File: src/rtl/mux_tree_pipe_pkg.sv
// Shared types and elaboration helpers for the pipelined mux tree.
// Provides the tree-sizing functions and the per-stage sideband payload.
package mux_pkg;

   // Widest select the sideband can carry (up to 65536 lanes)
   localparam int unsigned SB_SEL_W = 16;

   // Sideband travelling alongside each beat's data through the tree
   typedef struct packed {
      logic                valid;
      logic [SB_SEL_W-1:0] sel;  // select bits not yet consumed, LSB next
      logic                err;
   } sb_t;

   // ceil(log2(n)), but never less than 1
   function automatic int unsigned clog2_min1(input int unsigned n);
      int unsigned r;
      r = 1;
      for (int unsigned i = 1; i < 32; i++) begin
         if ((64'd1 << i) < 64'(n)) r = i + 1;
      end
      return r;
   endfunction

   function automatic int unsigned tree_levels(input int unsigned n);
      return clog2_min1(n);
   endfunction

   function automatic int unsigned padded_lanes(input int unsigned n);
      return 32'(64'd1 << clog2_min1(n));
   endfunction

   // Lane offset of level l's input inside the flattened tree vector
   function automatic int unsigned lvl_off(input int unsigned pad, input int unsigned l);
      return 2 * (pad - (pad >> l));
   endfunction

endpackage

File: src/rtl/mux_tree_pipe_if.sv
// Handshake bus for mux_tree_pipe.
// master: lane source + result sink (drives in_*, out_ready)
// slave : the mux tree (drives in_ready, out_*, err_count)
interface mux_tree_pipe_if import mux_pkg::*; #(
   parameter int unsigned N_IN   = 8,
   parameter int unsigned DATA_W = 8,
   parameter int unsigned SEL_W  = clog2_min1(N_IN),
   parameter int unsigned CNT_W  = 8
);
   logic                   in_valid;
   logic                   in_ready;
   logic [N_IN*DATA_W-1:0] in_data;
   logic [SEL_W-1:0]       in_sel;
   logic                   out_valid;
   logic                   out_ready;
   logic [DATA_W-1:0]      out_data;
   logic                   out_sel_err;
   logic [CNT_W-1:0]       err_count;

   modport master (
      output in_valid, in_data, in_sel, out_ready,
      input  in_ready, out_valid, out_data, out_sel_err, err_count
   );

   modport slave (
      input  in_valid, in_data, in_sel, out_ready,
      output in_ready, out_valid, out_data, out_sel_err, err_count
   );
endinterface

File: src/rtl/mux_tree_stage.sv
// One level of the mux tree: halves the lane count using the next select
// bit, then registers the result with a valid/ready pipeline stage.
// Ports: i_data/i_sb upstream beat, o_rdy_c upstream ready (combinational),
//        o_data/o_sb registered beat, i_rdy downstream ready.
module mux_tree_stage import mux_pkg::*; #(
   parameter int unsigned LANES_IN  = 2,
   parameter int unsigned DATA_W    = 8,
   parameter int unsigned SEL_REM_W = 1
) (
   input  logic                             clk,
   input  logic                             rst,
   input  logic [LANES_IN*DATA_W-1:0]       i_data,
   input  sb_t                              i_sb,
   output logic                             o_rdy_c,
   output logic [(LANES_IN/2)*DATA_W-1:0]   o_data,
   output sb_t                              o_sb,
   input  logic                             i_rdy
);
   localparam int unsigned LANES_OUT = LANES_IN / 2;
   // Keeps only the select bits later levels still need
   localparam logic [SB_SEL_W-1:0] NEXT_SEL_MASK =
      SB_SEL_W'((64'd1 << (SEL_REM_W - 1)) - 64'd1);

   logic [LANES_OUT*DATA_W-1:0] w_mux;
   logic [LANES_OUT*DATA_W-1:0] r_data;
   sb_t                         r_sb;

   // Stage can take a beat when empty or when its beat leaves this cycle
   assign o_rdy_c = !r_sb.valid || i_rdy;

   // Pairwise 2:1 reduction on the current select bit
   always_comb begin
      w_mux = '0;
      for (int unsigned k = 0; k < LANES_OUT; k++) begin
         w_mux[k*DATA_W +: DATA_W] = i_sb.sel[0] ? i_data[(2*k+1)*DATA_W +: DATA_W]
                                                 : i_data[(2*k)*DATA_W +: DATA_W];
      end
   end

   // Payload only loads with a real beat, so idle inputs never disturb state
   always_ff @(posedge clk or posedge rst) begin
      if (rst) begin
         r_sb   <= '0;
         r_data <= '0;
      end else if (o_rdy_c) begin
         r_sb.valid <= i_sb.valid;
         if (i_sb.valid) begin
            r_sb.sel <= (i_sb.sel >> 1) & NEXT_SEL_MASK;
            r_sb.err <= i_sb.err;
            r_data   <= w_mux;
         end
      end
   end

   assign o_data = r_data;
   assign o_sb   = r_sb;

endmodule

File: src/rtl/mux_tree_pipe.sv
// Pipelined N_IN:1 lane selector built from registered 2:1 levels.
// Ports: clk, rst (async, active-high); bus (slave modport) carrying the
//        in_* beat with select, the out_* result with select-error flag,
//        and the saturating out-of-range select counter err_count.
module mux_tree_pipe import mux_pkg::*; #(
   parameter int unsigned N_IN   = 8,
   parameter int unsigned DATA_W = 8,
   parameter int unsigned SEL_W  = clog2_min1(N_IN),
   parameter int unsigned CNT_W  = 8
) (
   input  logic            clk,
   input  logic            rst,
   mux_tree_pipe_if.slave  bus
);
   localparam int unsigned LEVELS = tree_levels(N_IN);
   localparam int unsigned PAD    = padded_lanes(N_IN);
   // Every level's input lanes laid end to end, plus the final single lane
   localparam int unsigned TREE_W = (2*PAD - 1) * DATA_W;

   logic              w_sel_err;
   logic [TREE_W-1:0] w_tree;
   sb_t               w_sb_in;
   sb_t               w_sb [0:LEVELS];
   logic [LEVELS:0]   w_rdy;
   logic [CNT_W-1:0]  r_err_cnt;

   assign w_sel_err = 32'(bus.in_sel) >= N_IN;

   // Zero-pad to a power of two; a bad select zeroes every lane so the
   // tree delivers 0 no matter which path the select bits steer.
   assign w_tree[PAD*DATA_W-1:0] = w_sel_err ? '0 : (PAD*DATA_W)'(bus.in_data);

   always_comb begin
      w_sb_in       = '0;
      w_sb_in.valid = bus.in_valid;
      w_sb_in.sel   = SB_SEL_W'(bus.in_sel);
      w_sb_in.err   = w_sel_err;
   end

   assign w_sb[0]       = w_sb_in;
   assign w_rdy[LEVELS] = bus.out_ready;

   // Level l consumes select bit l (LSB first)
   for (genvar l = 0; l < LEVELS; l++) begin : g_lvl
      localparam int unsigned LIN    = PAD >> l;
      localparam int unsigned IN_LO  = lvl_off(PAD, l) * DATA_W;
      localparam int unsigned OUT_LO = lvl_off(PAD, l + 1) * DATA_W;

      mux_tree_stage #(
         .LANES_IN  (LIN),
         .DATA_W    (DATA_W),
         .SEL_REM_W (LEVELS - l)
      ) u_stage (
         .clk     (clk),
         .rst     (rst),
         .i_data  (w_tree[IN_LO +: LIN*DATA_W]),
         .i_sb    (w_sb[l]),
         .o_rdy_c (w_rdy[l]),
         .o_data  (w_tree[OUT_LO +: (LIN/2)*DATA_W]),
         .o_sb    (w_sb[l+1]),
         .i_rdy   (w_rdy[l+1])
      );
   end

   // Saturating count of accepted beats with an out-of-range select
   always_ff @(posedge clk or posedge rst) begin
      if (rst) begin
         r_err_cnt <= '0;
      end else if (bus.in_valid && w_rdy[0] && w_sel_err && (r_err_cnt != '1)) begin
         r_err_cnt <= r_err_cnt + CNT_W'(1);
      end
   end

   assign bus.in_ready    = w_rdy[0];
   assign bus.out_valid   = w_sb[LEVELS].valid;
   assign bus.out_sel_err = w_sb[LEVELS].err;
   assign bus.out_data    = w_tree[TREE_W-1 -: DATA_W];
   assign bus.err_count   = r_err_cnt;

endmodule

File: src/flat_wrapper.sv
// flat-port wrapper written by rule: the top's interface ports become plain ports
module mux_tree_pipe_flat import mux_pkg::*;
#(
   parameter int unsigned N_IN   = 8,
   parameter int unsigned DATA_W = 8,
   parameter int unsigned SEL_W  = clog2_min1(N_IN),
   parameter int unsigned CNT_W  = 8
)
  (clk, rst, bus_in_valid, bus_in_data, bus_in_sel, bus_out_ready, bus_in_ready, bus_out_valid, bus_out_data, bus_out_sel_err, bus_err_count);
  mux_tree_pipe_if #(.N_IN(N_IN), .DATA_W(DATA_W), .SEL_W(SEL_W), .CNT_W(CNT_W)) bus_i ();
  input  logic clk;
  input  logic rst;
  input wire logic [$bits(bus_i.in_valid)-1:0] bus_in_valid;
  input wire logic [$bits(bus_i.in_data)-1:0] bus_in_data;
  input wire logic [$bits(bus_i.in_sel)-1:0] bus_in_sel;
  input wire logic [$bits(bus_i.out_ready)-1:0] bus_out_ready;
  output wire logic [$bits(bus_i.in_ready)-1:0] bus_in_ready;
  output wire logic [$bits(bus_i.out_valid)-1:0] bus_out_valid;
  output wire logic [$bits(bus_i.out_data)-1:0] bus_out_data;
  output wire logic [$bits(bus_i.out_sel_err)-1:0] bus_out_sel_err;
  output wire logic [$bits(bus_i.err_count)-1:0] bus_err_count;
  assign bus_i.in_valid = bus_in_valid;
  assign bus_i.in_data = bus_in_data;
  assign bus_i.in_sel = bus_in_sel;
  assign bus_i.out_ready = bus_out_ready;
  assign bus_in_ready = bus_i.in_ready;
  assign bus_out_valid = bus_i.out_valid;
  assign bus_out_data = bus_i.out_data;
  assign bus_out_sel_err = bus_i.out_sel_err;
  assign bus_err_count = bus_i.err_count;
  mux_tree_pipe #(.N_IN(N_IN), .DATA_W(DATA_W), .SEL_W(SEL_W), .CNT_W(CNT_W)) u_core (.clk(clk), .rst(rst), .bus(bus_i));
endmodule
File: config.mk
export PLATFORM = sky130hd
export DESIGN_NAME = mux_tree_pipe_flat
export DESIGN_NICKNAME = d
export VERILOG_FILES = /design/src/rtl/mux_tree_pipe_pkg.sv /design/src/rtl/mux_tree_pipe_if.sv /design/src/rtl/mux_tree_stage.sv /design/src/rtl/mux_tree_pipe.sv /design/src/flat_wrapper.sv
export SDC_FILE = /design/constraint.sdc
export NUM_CORES = 1
export LEC_CHECK = 0
export CAP_MARGIN = 25
export CORE_MARGIN = 1.5
export CORE_UTILIZATION = 40
export CTS_BUF_LIST = sky130_fd_sc_hd__clkbuf_4
export CTS_CLUSTER_SIZE = 16
export DETAILED_ROUTE_END_ITERATION = 10
export GPL_ROUTABILITY_DRIVEN = 0
export PLACE_DENSITY = 0.69
export SLEW_MARGIN = 20
export SYNTH_ARGS = -nofsm -noshare
export SYNTH_HDL_FRONTEND = slang
export SYNTH_SLANG_ARGS = --single-unit
File: constraint.sdc
create_clock -name clk -period 2.8 [get_ports clk]
set_clock_uncertainty 0.2 [all_clocks]
set_input_delay 0.84 -clock clk [delete_from_list [all_inputs] [get_ports clk]]
set_output_delay 0.84 -clock clk [all_outputs]
set_load 0.01 [all_outputs]
==> results.toml, run 1 <==
[status]
outcome = "finished, final reports clean"

[detailed_routing]
drt_iter0_drc = 98
routed_via_density = 5.13
vias = 2343
dr.pass1.iters = 4
ant_nets = 0
avgRoutedWirePerCell_um = 14.0
route.detailed.drc = 0
drt_wl_total_mm = 6.39

[cts]
h-tree-depth = 3
cts_buffers = 9
ctsHoldBuffers = 0
cts_root_buf = "clkbuf_4"
cts_buffer_depth = 2
insertion_delay_ps = 400
numClockSinks = 62
post_cts_buffers = 0
cts_tree = "done"
clk_pin_slew_ps = 100

[worst_setup_path]
critPathLaunchType = "input port"
r2r_setup_slack_ps = 660
setup.worst_path.end_class = "primary output"
cp.required_ps = 1760
reg2reg_depth = 4
cp_data_arrival_time_ps = 1710
path_max_fanout = 3
r2r-start = "u_core.g_lvl[1].u_stage.o_sb[17]$_DFFE_PP0P_"
crit_type = "input port to primary output"
r2r-end = "u_core.g_lvl[0].u_stage.o_sb[2]$_DFFE_PP0P_"

[synthesis]
syn_area_per_cell_um2 = 11.3
ys_types = 20
synth-seq-cells = 62
netlist_area_mm2 = 0.00322
syn_inst = 284
yosysSeqAreaShare_pct = 48.2
yosys_warnings = 0

[sta]
finalCritPeriodShare_pct = 98.3
post-route-min-period_ps = 2750
maxSlewViolCount = 0
hold_viol = 0
setup_viol = 0
max_slew.worst_pin.slew_ps = 920
finalHoldWorstSlack_ps = 315
grt_setup_unrepaired = "no"
slew_headroom_pct = 38.6
max_freq_mhz = 363

[global_routing]
grt_max_degree = 67
grt_pass1_vias = 2284
antenna_found_initial = 1
track_usage_pct = 15.8
grt_pass1_wl_mm = 10.7
grt-ovfl-total = 0

[floorplan]
start_util_pct = 41.4
dieArea_mm2 = 0.00860
ios = 90
dieWidth_um = 92.7
core_mm2 = 0.00777
die_h_um = 92.7
row_count = 32

[placed_design]
dp.cells = 441
place_hpwl_mm = 4.50
port_buffers = 80
placed_cell_area_mm2 = 0.00395

[layout]
drive_gt1_share_pct = 13.8
antenna_cells = 0
regArea_mm2 = 0.00155
layout.nets = 421
multi_input_area_mm2 = 0.00140
fin_cells = 457
fin_util_pct = 52.5
fillers = 739
area_growth_pct = 26.6
stdcell_area_mm2 = 0.00408

[power]
p_leak_nw = 1.70
peakVddDrop_uv = 220
powerDensity_mw_per_mm2 = 610

[worst_hold_path]
min_to = "u_core.g_lvl[0].u_stage.o_sb[2]$_DFFE_PP0P_"
hold_path.startpoint = "u_core.g_lvl[0].u_stage.o_sb[2]$_DFFE_PP0P_"
hp-class = "flop to flop"
hold_depth = 1

[flow_run]
cap_viol_max_count = 0
[where the power goes]
part	internal, mW	total [mW]	switching [mW]
Sequential	1.08	1.23	0.147
Combinational	0.377	0.673	0.297
Clock	0.272	0.583	0.310
[flip-flops by register name (all words and copies together) (netlist names)]
name,flops
u_core.g_lvl.u_stage.o_data,56
u_core.g_lvl.u_stage.o_sb,6
[metal layers]
layer  routed length (µm)  track usage (%)  vias to the layer above
met4                  145             7.83                        2
li1                     -                -                     1179
met3                  312             3.69                       15
met1                 3130             22.2                     1082
met5                    7                0                        -
met2                 2800             23.0                       65
[cell families (layout without fill, tap and decap cells)]
kind of cell / Yosys count / in the layout / synth area share (%)
multiplexers: 59 / 59 / 18.5
flip-flops: 62 / 62 / 48.2
buffers and inverters: 41 / 104 / 9.21
other: 1 / 9 / 0.116
AO/OA/AOI/OAI: 112 / 112 / 21.4
AND/OR/NAND/NOR: 9 / 9 / 2.64
[cells in the final DEF (no fill, tap or decap), drive strengths merged]
master	netlist	final
a21oi	64	64
a31oi	48	48
and2	1	1
buf	31	10
bufinv	0	1
clkbuf	9	10
clkdlybuf4s50	0	77
clkinv	0	5
conb	1	9
dfrtp	62	62
inv	1	1
mux2	3	3
mux2i	56	56
nand2	2	2
nand2b	4	4
nand3b	1	1
nand4b	1	1
[critical path, cell delays in order]
cell and delay [ps]:
clkdlybuf4s50_1 450, nand4b_4 230, buf_2 190
[through the flow]
stage	setup slack [ps]	total power [mW]	TNS [ps]
floorplan	219	1.67	0
global placement	-319	1.91	-507
detailed placement	-324	1.93	-577
CTS	39.2	2.51	0
global route	25.6	2.65	0
finish	47.9	2.49	0
[how the worst max path moves through the flow]
stage | start | end | slack (ps) | cells past startpoint
2_1_floorplan | rst | u_core.g_lvl[0].u_stage.o_data[0]$_DFFE_PP0P_ | 220 | 1
3_3_place_gp | bus_out_ready | bus_in_ready | -320 | 3
6_report | bus_out_ready | bus_in_ready | 50 | 3
3_5_place_dp | bus_out_ready | bus_in_ready | -320 | 3
4_1_cts | bus_out_ready | bus_in_ready | 40 | 3
5_1_grt | bus_out_ready | bus_in_ready | 30 | 3
[layout make-up]
type,count,area share [%]
sequential,62,38.1
multi-input combinational,189,34.4
timing repair buffer,87,21.2
tap,102,3.13
clock buffer,10,1.84
clock inverter,6,1.29
inverter,1,0.0921
[cells in the mapped netlist, drive strengths merged]
master	count	area, µm²
a21oi	64	388
dfrtp	62	1550
mux2i	56	561
a31oi	48	300
buf	31	254
clkbuf	9	38.8
nand2b	4	25.0
mux2	3	33.8
nand2	2	7.51
and2	1	8.76
conb	1	3.75
inv	1	3.75
nand3b	1	20.0
nand4b	1	23.8
[repair_timing]
action	CTS	global route
gates resized for setup	4	0
setup endpoints to repair	1	0
endpoints found under the hold margin	0	0
Note: power is estimated with default switching activity, not from simulation.
==> run 2, diff against run 1 <==
HOLD_SLACK_MARGIN = 0.06   (was not set)
SKIP_LAST_GASP = 1   (was not set)
==> results of run 2 <==
No change in the layout: final DEF, timing and power equal those of run 1.
==> run 3, diff against run 2 <==
CORE_UTILIZATION = 25   (was 40)
PLACE_DENSITY = not set   (was 0.69)
==> run 3 against run 2 <==
  * Non-clock buffer count unchanged
  * Maximum frequency decreased by 0.14%
  * Register-to-register slack got worse by 20 ps
  * First-iteration DRC count decreased by 5.1%
  * Worst hold slack improved by 4.7 ps
==> results.toml, run 3 (synthesis results as in run 1) <==
[sta]
finalCritPeriodShare_pct = 98.4
setup_ws_ps = 44.0
max_slew.worst_pin.slew_ps = 911
grt_setup_unrepaired = "no"
setup_viol = 0
setup_tns_ps = 0
finalHoldWorstSlack_ps = 320
post-route-min-period_ps = 2760
max_freq_mhz = 363
maxSlewViolCount = 0
slew_headroom_pct = 39.3
hold_viol = 0

[layout]
largest_reg_flops = 56
final_cell_mix = "clkdlybuf4s50_1 (77), dfrtp_1 (62), mux2i_1 (56)"
layout.nets = 421
drive_gt1_share_pct = 14.4
layout_commonest_cell = "clkdlybuf4s50_1"
antenna_cells = 0
area_growth_pct = 30.7
fin_cells = 527

[floorplan]
dieWidth_um = 116
die_h_um = 116
core_mm2 = 0.0126
start_util_pct = 25.6
ios = 90
row_count = 41
dieArea_mm2 = 0.0136

[placed_design]
port_buffers = 80
place_hpwl_mm = 4.79
dp.cells = 511
post-place-ws_ps = -338

[flow_run]
cap_viol_max_count = 0

[cts]
clk_pin_slew_ps = 100
cts_buffer_depth = 2
cts_root_buf = "clkbuf_4"
numClockSinks = 62
insertion_delay_ps = 410
cts_resized = 4
h-tree-depth = 3
ctsHoldBuffers = 0
post_cts_buffers = 0
cts_tree = "done"
cts_buffers = 9

[worst_setup_path]
critPathLaunchType = "input port"
path_buf_inv = 2
slowest_stage = "clkdlybuf4s50_1"
path_max_fanout = 3
cp_data_arrival_time_ps = 1720
crit_path_max_incr_delay_ps = 460
crit_chain = "clkdlybuf4s50_1 -> nand4b_4 -> buf_2"
cp.required_ps = 1760
path_depth = 3
critical_path.top_delay_family = "buffers and inverters"
crit_type = "input port to primary output"
setup.worst_path.end_class = "primary output"
reg2reg_depth = 4

[detailed_routing]
routed_via_density = 4.43
vias = 2333
route.detailed.drc = 0
drt_wl_total_mm = 6.77
dr.pass1.iters = 4
avgRoutedWirePerCell_um = 12.9
ant_nets = 0
drt_iter0_drc = 93

[status]
outcome = "finished, final reports clean"

[global_routing]
antenna_found_initial = 0
grt_pass1_vias = 2184
grt_max_degree = 67
track_usage_pct = 10.4
grt-ovfl-total = 0
grt_pass1_wl_mm = 10.8

[power]
p_leak_nw = 1.71
power.total_mw = 2.62
peakVddDrop_uv = 263
powerDensity_mw_per_mm2 = 623

[worst_hold_path]
hp-class = "flop to flop"
hold_depth = 2
## run 3: changes by cell type in the layout (fill, tap and decap cells not counted), sizes merged
cell / change
bufinv: +1
clkinv: -2
clkinvlp: +1
## run 3: cell type report
| class | count | area, µm² |
|---|---|---|
| fill | 1305 | 8360 |
| sequential | 62 | 1550 |
| multi-input combinational | 189 | 1400 |
| timing repair buffer | 87 | 876 |
| tap | 172 | 215 |
| clock inverter | 6 | 86.3 |
| clock buffer | 10 | 75.1 |
| inverter | 1 | 3.75 |
## run 3: final timing paths
| path | slack [ps] | end | start |
|---|---|---|---|
| setup / recovery | 40 | bus_in_ready | bus_out_ready |
| hold / removal | 320 | u_core.g_lvl[2].u_stage.o_data[5]$_DFFE_PP0P_ | u_core.g_lvl[2].u_stage.o_data[5]$_DFFE_PP0P_ |
| setup reg to reg | 640 | u_core.g_lvl[0].u_stage.o_sb[1]$_DFFE_PP0P_ | u_core.g_lvl[1].u_stage.o_sb[17]$_DFFE_PP0P_ |
| hold reg to reg | 320 | u_core.g_lvl[2].u_stage.o_data[5]$_DFFE_PP0P_ | u_core.g_lvl[2].u_stage.o_data[5]$_DFFE_PP0P_ |
| max in group asynchronous | 1340 | u_core.g_lvl[0].u_stage.o_data[0]$_DFFE_PP0P_ | rst |
| min in group asynchronous | 530 | u_core.g_lvl[0].u_stage.o_data[11]$_DFFE_PP0P_ | rst |
## run 3: power by group
group / internal [mW] / total [mW] / switching (mW)
logic: 0.379 / 0.684 / 0.305
registers: 1.08 / 1.24 / 0.153
clock network: 0.371 / 0.702 / 0.332
total: 1.83 / 2.62 / 0.789
## run 3: tightest hold or removal path, stage by stage, from the launching register on
cell,delay (ps)
dfrtp_1,360
a21oi_1,50
a21oi_2,80
## run 3: metal layers
metal / vias up / track usage, % / wire [µm]
met5: - / 0 / 0
met4: 0 / 4.15 / 88
met3: 9 / 2.44 / 365
met2: 67 / 15.6 / 3030
met1: 1087 / 14.6 / 3290
li1: 1170 / - / -
## run 3: through the flow
stage / util [%] / area (µm²)
final: 33.5 / 4210
after global routing: 33.5 / 4210
after CTS: 33.5 / 4210
after detailed placement: 32.2 / 4050
after global placement: 32.2 / 4050
after floorplan: - / 3250
